$ cat src/rtl/dmem_pkg.sv
// Shared definitions for the data memory: access sizes, controller states and
// the lane-mask / load-extension helpers. Helpers work at 64 bits so that both
// DW=32 and DW=64 builds can slice what they need.
package dmem_pkg;

    localparam logic [1:0] SZ_B = 2'd0;
    localparam logic [1:0] SZ_H = 2'd1;
    localparam logic [1:0] SZ_W = 2'd2;
    localparam logic [1:0] SZ_D = 2'd3;

    typedef enum logic [0:0] {CLEAR, RUN} state_e;

    // Byte-lane mask for an access of the given size starting at lane offset.
    function automatic logic [7:0] byte_en(input logic [1:0] size, input logic [2:0] offset);
        logic [7:0] m;
        case (size)
            SZ_B:    m = 8'h01;
            SZ_H:    m = 8'h03;
            SZ_W:    m = 8'h0F;
            default: m = 8'hFF;
        endcase
        return m << offset;
    endfunction

    // Offset bits that must be zero for a naturally aligned access.
    function automatic logic [2:0] align_mask(input logic [1:0] size);
        case (size)
            SZ_B:    return 3'b000;
            SZ_H:    return 3'b001;
            SZ_W:    return 3'b011;
            default: return 3'b111;
        endcase
    endfunction

    // Shift the addressed bytes down to the LSBs, then zero- or sign-extend.
    function automatic logic [63:0] load_extend(input logic [63:0] word, input logic [1:0] size,
                                                input logic [2:0] offset, input logic unsigned_f);
        logic [63:0] sh;
        sh = word >> {offset, 3'b000};
        case (size)
            SZ_B:    return unsigned_f ? {56'b0, sh[7:0]}  : {{56{sh[7]}}, sh[7:0]};
            SZ_H:    return unsigned_f ? {48'b0, sh[15:0]} : {{48{sh[15]}}, sh[15:0]};
            SZ_W:    return unsigned_f ? {32'b0, sh[31:0]} : {{32{sh[31]}}, sh[31:0]};
            default: return sh;
        endcase
    endfunction

endpackage

$ cat src/rtl/dmem_array.sv
// DEPTH x DW storage: synchronous per-byte write port, registered read port.
// No reset; contents are cleared by the controller's sweep.
module dmem_array #(
    parameter int DW    = 32,
    parameter int DEPTH = 128
) (
    input  logic                       clk,
    input  logic                       we,
    input  logic [DW/8-1:0]            be,
    input  logic [$clog2(DEPTH)-1:0]   waddr,
    input  logic [DW-1:0]              wdata,
    input  logic                       re,
    input  logic [$clog2(DEPTH)-1:0]   raddr,
    output logic [DW-1:0]              rdata
);

    logic [DW-1:0] mem [DEPTH];

    // Byte-masked write and registered read on the same edge.
    always_ff @(posedge clk) begin
        if (we) begin
            for (int b = 0; b < DW / 8; b++) begin
                if (be[b]) begin
                    mem[waddr][8*b +: 8] <= wdata[8*b +: 8];
                end
            end
        end
        if (re) begin
            rdata <= mem[raddr];
        end
    end

endmodule

$ cat src/rtl/dmem_ctrl.sv
// Data memory controller: clear sweep after reset, valid/ready request port,
// two-stage registered response (array read, then extend).
// Optional feature: define DMEM_ERR_EN to reject misaligned, oversize and
// out-of-range accesses with rsp_err; otherwise addresses wrap and are aligned.
module dmem_ctrl
    import dmem_pkg::*;
#(
    parameter int AW    = 32,
    parameter int DW    = 32,
    parameter int DEPTH = 128
) (
    input  logic          clk,
    input  logic          rst_n,
    input  logic          req_valid,
    output logic          req_ready,
    input  logic          req_we,
    input  logic [1:0]    req_size,
    input  logic          req_unsigned,
    input  logic [AW-1:0] req_addr,
    input  logic [DW-1:0] req_wdata,
    output logic          rsp_valid,
    output logic [DW-1:0] rsp_rdata,
    output logic          rsp_err,
    output logic          init_done
);

    localparam int NB = DW / 8;
    localparam int OB = $clog2(NB);
    localparam int IW = $clog2(DEPTH);

    state_e          state;
    logic [IW-1:0]   cnt;
    logic            init_q;
    logic            accept;
    logic [1:0]      eff_size;
    logic [2:0]      off_raw;
    logic [2:0]      off;
    logic            err;
    logic [IW-1:0]   idx;
    logic [7:0]      be_full;
    logic [DW-1:0]   wrep;

    logic            arr_we;
    logic [NB-1:0]   arr_be;
    logic [IW-1:0]   arr_waddr;
    logic [DW-1:0]   arr_wdata;
    logic            arr_re;
    logic [DW-1:0]   arr_rdata;

    logic            p_valid, p_err, p_load, p_uns;
    logic [1:0]      p_size;
    logic [2:0]      p_off;
    logic [63:0]     ext;

    logic            rsp_valid_q, rsp_err_q;
    logic [DW-1:0]   rsp_rdata_q;

    assign accept    = req_valid & req_ready;
    assign req_ready = init_q;
    assign init_done = init_q;
    assign idx       = req_addr[IW+OB-1:OB];
    assign off_raw   = 3'(req_addr[OB-1:0]);
    assign be_full   = byte_en(eff_size, off);

`ifdef DMEM_ERR_EN
    localparam logic [AW:0] LIMIT = (AW + 1)'(DEPTH * NB);
`endif

    // Decode size/offset and, when enabled, the error conditions.
    always_comb begin
        eff_size = req_size;
        if (DW == 32 && req_size == SZ_D) begin
            eff_size = SZ_W;
        end
`ifdef DMEM_ERR_EN
        off = off_raw;
        err = ((off_raw & align_mask(req_size)) != 3'b000)
            || (DW == 32 && req_size == SZ_D)
            || ({1'b0, req_addr} >= LIMIT);
`else
        off = off_raw & ~align_mask(eff_size);
        err = 1'b0;
`endif
    end

    // Replicate right-aligned store data into every lane group of its size.
    always_comb begin
        case (eff_size)
            SZ_B:    wrep = {NB{req_wdata[7:0]}};
            SZ_H:    wrep = {(NB / 2){req_wdata[15:0]}};
            SZ_W:    wrep = {(DW / 32){req_wdata[31:0]}};
            default: wrep = req_wdata;
        endcase
    end

    // Array port mux: the sweep owns the write port until RUN.
    always_comb begin
        arr_we    = 1'b0;
        arr_be    = be_full[NB-1:0];
        arr_waddr = idx;
        arr_wdata = wrep;
        arr_re    = accept & ~req_we & ~err;
        if (state == CLEAR) begin
            arr_we    = 1'b1;
            arr_be    = '1;
            arr_waddr = cnt;
            arr_wdata = '0;
        end else begin
            arr_we    = accept & req_we & ~err;
        end
    end

    dmem_array #(
        .DW    (DW),
        .DEPTH (DEPTH)
    ) u_array (
        .clk   (clk),
        .we    (arr_we),
        .be    (arr_be),
        .waddr (arr_waddr),
        .wdata (arr_wdata),
        .re    (arr_re),
        .raddr (idx),
        .rdata (arr_rdata)
    );

    // Sweep FSM: one zero write per cycle, then RUN with ready/init_done set.
    always_ff @(posedge clk or negedge rst_n) begin
        if (!rst_n) begin
            state  <= CLEAR;
            cnt    <= '0;
            init_q <= 1'b0;
        end else begin
            case (state)
                CLEAR: begin
                    cnt <= cnt + 1'b1;
                    if (cnt == '1) begin
                        state  <= RUN;
                        init_q <= 1'b1;
                    end
                end
                default: ;
            endcase
        end
    end

    // Stage 1: capture request attributes alongside the array read.
    always_ff @(posedge clk or negedge rst_n) begin
        if (!rst_n) begin
            p_valid <= 1'b0;
            p_err   <= 1'b0;
            p_load  <= 1'b0;
            p_uns   <= 1'b0;
            p_size  <= SZ_B;
            p_off   <= 3'b000;
        end else begin
            p_valid <= accept;
            p_err   <= accept & err;
            p_load  <= accept & ~req_we & ~err;
            p_uns   <= req_unsigned;
            p_size  <= eff_size;
            p_off   <= off;
        end
    end

    assign ext = load_extend(64'(arr_rdata), p_size, p_off, p_uns);

    // Stage 2: registered response; rdata is zero for stores and errors.
    always_ff @(posedge clk or negedge rst_n) begin
        if (!rst_n) begin
            rsp_valid_q <= 1'b0;
            rsp_err_q   <= 1'b0;
            rsp_rdata_q <= '0;
        end else begin
            rsp_valid_q <= p_valid;
            rsp_err_q   <= p_err;
            rsp_rdata_q <= p_load ? ext[DW-1:0] : '0;
        end
    end

    assign rsp_valid = rsp_valid_q;
    assign rsp_err   = rsp_err_q;
    assign rsp_rdata = rsp_rdata_q;

    // Address high bits (wrap mode) and wide helper results are partly unused.
    logic unused_bits;
    assign unused_bits = ^{req_addr, be_full, ext};

endmodule

$ cat config.mk
export PLATFORM = sky130hd
export DESIGN_NAME = dmem_ctrl
export DESIGN_NICKNAME = d
export VERILOG_FILES = /design/src/rtl/dmem_pkg.sv /design/src/rtl/dmem_array.sv /design/src/rtl/dmem_ctrl.sv
export SDC_FILE = /design/constraint.sdc
export NUM_CORES = 2
export LEC_CHECK = 0
export CORE_MARGIN = 4
export CORE_UTILIZATION = 56
export DETAILED_ROUTE_END_ITERATION = 10
export PLACE_DENSITY = 0.72
export SLEW_MARGIN = 0
export SYNTH_ARGS = -nofsm -noshare
export SYNTH_HDL_FRONTEND = slang
export SYNTH_SLANG_ARGS = --single-unit
$ cat constraint.sdc
create_clock -name clk -period 11.3 [get_ports clk]
set_clock_uncertainty 0.15 [all_clocks]
set_input_delay 1.13 -clock clk [delete_from_list [all_inputs] [get_ports clk]]
set_output_delay 1.13 -clock clk [all_outputs]
set_load 0.02 [all_outputs]
==> metrics <==
status=finished clean; TritonCTS clock tree=done; largest net degree at the start of global routing=150; Synth Area in XOR/XNOR=0.0003248; GR Util All Layers=0.2529; Antenna Violating Nets Remaining=0; Final WS setup=6.022 ns; asr flop ratio synth=0.01173; die span in y=545.5 um; DRT iter0 DRCs=approximately 10000; final count of negative-setup-slack endpoints=0; critical path class=in2reg; Critical Path End Type=register; site row count=approximately 200; clock tree sinks=4177; Resize count post-CTS=0; leakage=between 40 and 50 nW; Synth Flop Type=edfxtp_1; DP HPWL=approximately 230000 um; Post-CTS Setup Bufs=0; commonest non-fill, non-tap cells in the layout=edfxtp_1 (4128), mux4_2 (1344), nor2_1 (528), clkbuf_16 (408), nand2_1 (202); # hold bufs at CTS=0; critical path's slowest cell=buf_4; final WL=375600 um; cts bufs inserted=406; layout cells sized above 1=0.2860; die width=545.5 um; Hold Path Class=in2async; Die Area=approximately 300000 sq um; Slew Viols, Final=0; Compound-Gate Fraction of Synth Area=0.003750; H-Tree Depth=5; number of fill cells in the layout=18540; first-pass GRT wire length=~550000 um; CTS clk-pin slew, worst paths=around 0.06 ns; CTS root buffer=clkbuf_16; CP Launch Type=primary input; peak supply drop=176.1 uV; syn_nets=roughly 7000; port bufs=between 80 and 90; First-pass DRT Iterations=8; EDFF count, synth=about 4100; critical path arrival=just under 6 ns; mux contribution to synthesized area=0.1915; clk_lat worst skew=0.92 ns; Crit path required time=11.83 ns; critical path's top delay family=multiplexers; Slew headroom=0.07578; Core Region=around 290000 sq um; vias in the first global route=about 75000; Yosys warnings=0; simple-gate share of the synthesized area=0.02014; RSZ-0062 raised after global routing=false; most common cell after layout, fill and taps aside=edfxtp_1; initial core utilization=0.5621; Total Nets Final=7201; Non-Filler Instances=~11000; Cell Area, Synth=161800 sq um; Synth top area share=0.7661; Synth Instances=6915; worst slew pin tran=about 1.3 ns; Cell Chain, Critical Path=buf_16 -> buf_4 -> buf_4 -> mux4_2 -> mux4_2 -> mux4_2 -> mux2_2; Setup TNS=0 ns; Routed WL per cell=about 33 um; synthesized flop and latch total=4177; CP bufs+invs=3; vias after detailed routing=73610; final period utilization=0.4671; placed insts=around 11000; I/O Pins=107; Max Cap Viol=0; synth unique cells=37; syn_area_per_cell=around 23 sq um; Max clock buf depth=4; Post-route DRC=0; adder-cell area share of the yosys netlist=0.00007732; sequential fraction of the synthesis area=0.7736; initial antenna violation count=16; vias per cell=~6.5; total grt overflow=0; post-route minimum period=5.278 ns; Place WS=4.983 ns; Yosys top cell by area=edfxtp_1; Final Hold Viols=0; largest cells by area after synthesis=edfxtp_1 (77%), mux4_2 (19%), nor2_1 (1.2%); CP max FO=between 80 and 90; PD cells=roughly 170 nW/um^2; Area Overhead vs Synth=11.55%; max incr delay on CP=a little under 0.9 ns; cell with the most instances on the worst path=mux4_2; fmax=between 150 and 200 MHz; largest family of logic cells by synthesized area=multiplexers; RePlAce Congestion=0.8579
==> cells by family after synthesis <==
kind of cell	Yosys count
flops	4177
mux	1412
simple gates	819
buf+inv	406
compound gates	93
xor+xnor	6
fa+ha+maj	1
other cells	1
==> metrics by stage <==
| stage | instance area (sq um) | hold slack (ns) | total power, W | util |
|---|---|---|---|---|
| final | 180500 | 0.2057 | 0.03086 | 0.6269 |
| after global routing | 180500 | 0.2198 | 0.03175 | 0.6269 |
| after CTS | 180400 | 0.1576 | 0.03103 | 0.6265 |
| after detailed placement | 167000 | 0.1935 | 0.01768 | 0.5800 |
| after global placement | 167000 | 0.1871 | 0.01768 | 0.5800 |
| after floorplan | 161800 | 0.1812 | 0.01751 | - |
==> state kept, by name, indices dropped and copies added (netlist names) <==
register and cells:
p_size 2, rsp_rdata 32, state 1, u_array.mem 4096, init_done 1, rsp_valid 1
u_array.rdata 32, p_load 1, p_valid 1, p_uns 1, p_off 2, cnt 7
==> path summary, 6_finish.rpt <==
kind,startpoint,to,slack [ns],depth (start not counted)
max,req_addr[2],u_array.rdata[26],6.02,7
min,rst_n,rsp_rdata[25],0.21,2
max reg2reg,state,u_array.mem[92][0],6.26,6
min reg2reg,p_valid,rsp_valid,0.21,0
max in group asynchronous,rst_n,state,10.10,2
min in group clk,p_valid,rsp_valid,0.21,0
==> where the power goes <==
| part | total [W] | switching (W) | internal (W) |
|---|---|---|---|
| Sequential | 0.0168 | 0.00000579 | 0.0168 |
| Clock | 0.0135 | 0.00577 | 0.00775 |
| Combinational | 0.000577 | 0.000339 | 0.000238 |
| Total | 0.0309 | 0.00612 | 0.0247 |
==> cell type report <==
type / count / area (sq um) / share of cell area
Antenna cell: 46 / 115.1 / 0.0006377
Clock buffer: 502 / 10710 / 0.05935
Clock inverter: 248 / 2669 / 0.01479
Inverter: 6 / 22.52 / 0.0001248
Multi-Input combinational cell: 2332 / 35170 / 0.1949
Sequential cell: 4177 / 125200 / 0.6936
Tap cell: 3781 / 4731 / 0.02621
Timing Repair Buffer: 206 / 1886 / 0.01045
==> synth_stat cells, types with 4 or more instances <==
master and instances:
mux4_2 1344, a211oi_1 22, and2_1 17, xnor2_1 5
nor3_1 20, nor3b_1 6, o21ai_0 17, inv_1 6
a31oi_1 4, edfxtp_1 4128, a21boi_0 8, nand2_1 202
mux2_2 34, nor2b_1 24, mux2i_1 34, clkbuf_1 260
nor2_1 536, a21o_1 7, o21a_1 15, dfrtp_1 49
nand3_1 4, buf_6 5, buf_2 105, a21oi_1 17
buf_1 28
==> layer usage <==
layer	vias up	track usage	share of wire
li1	29800	-	-
met1	39310	0.3357	0.36
met2	3732	0.4199	0.51
met3	758	0.04006	0.078
met4	4	0.1144	0.054
met5	-	0	0.000059
(Power assumes the default switching activity.)
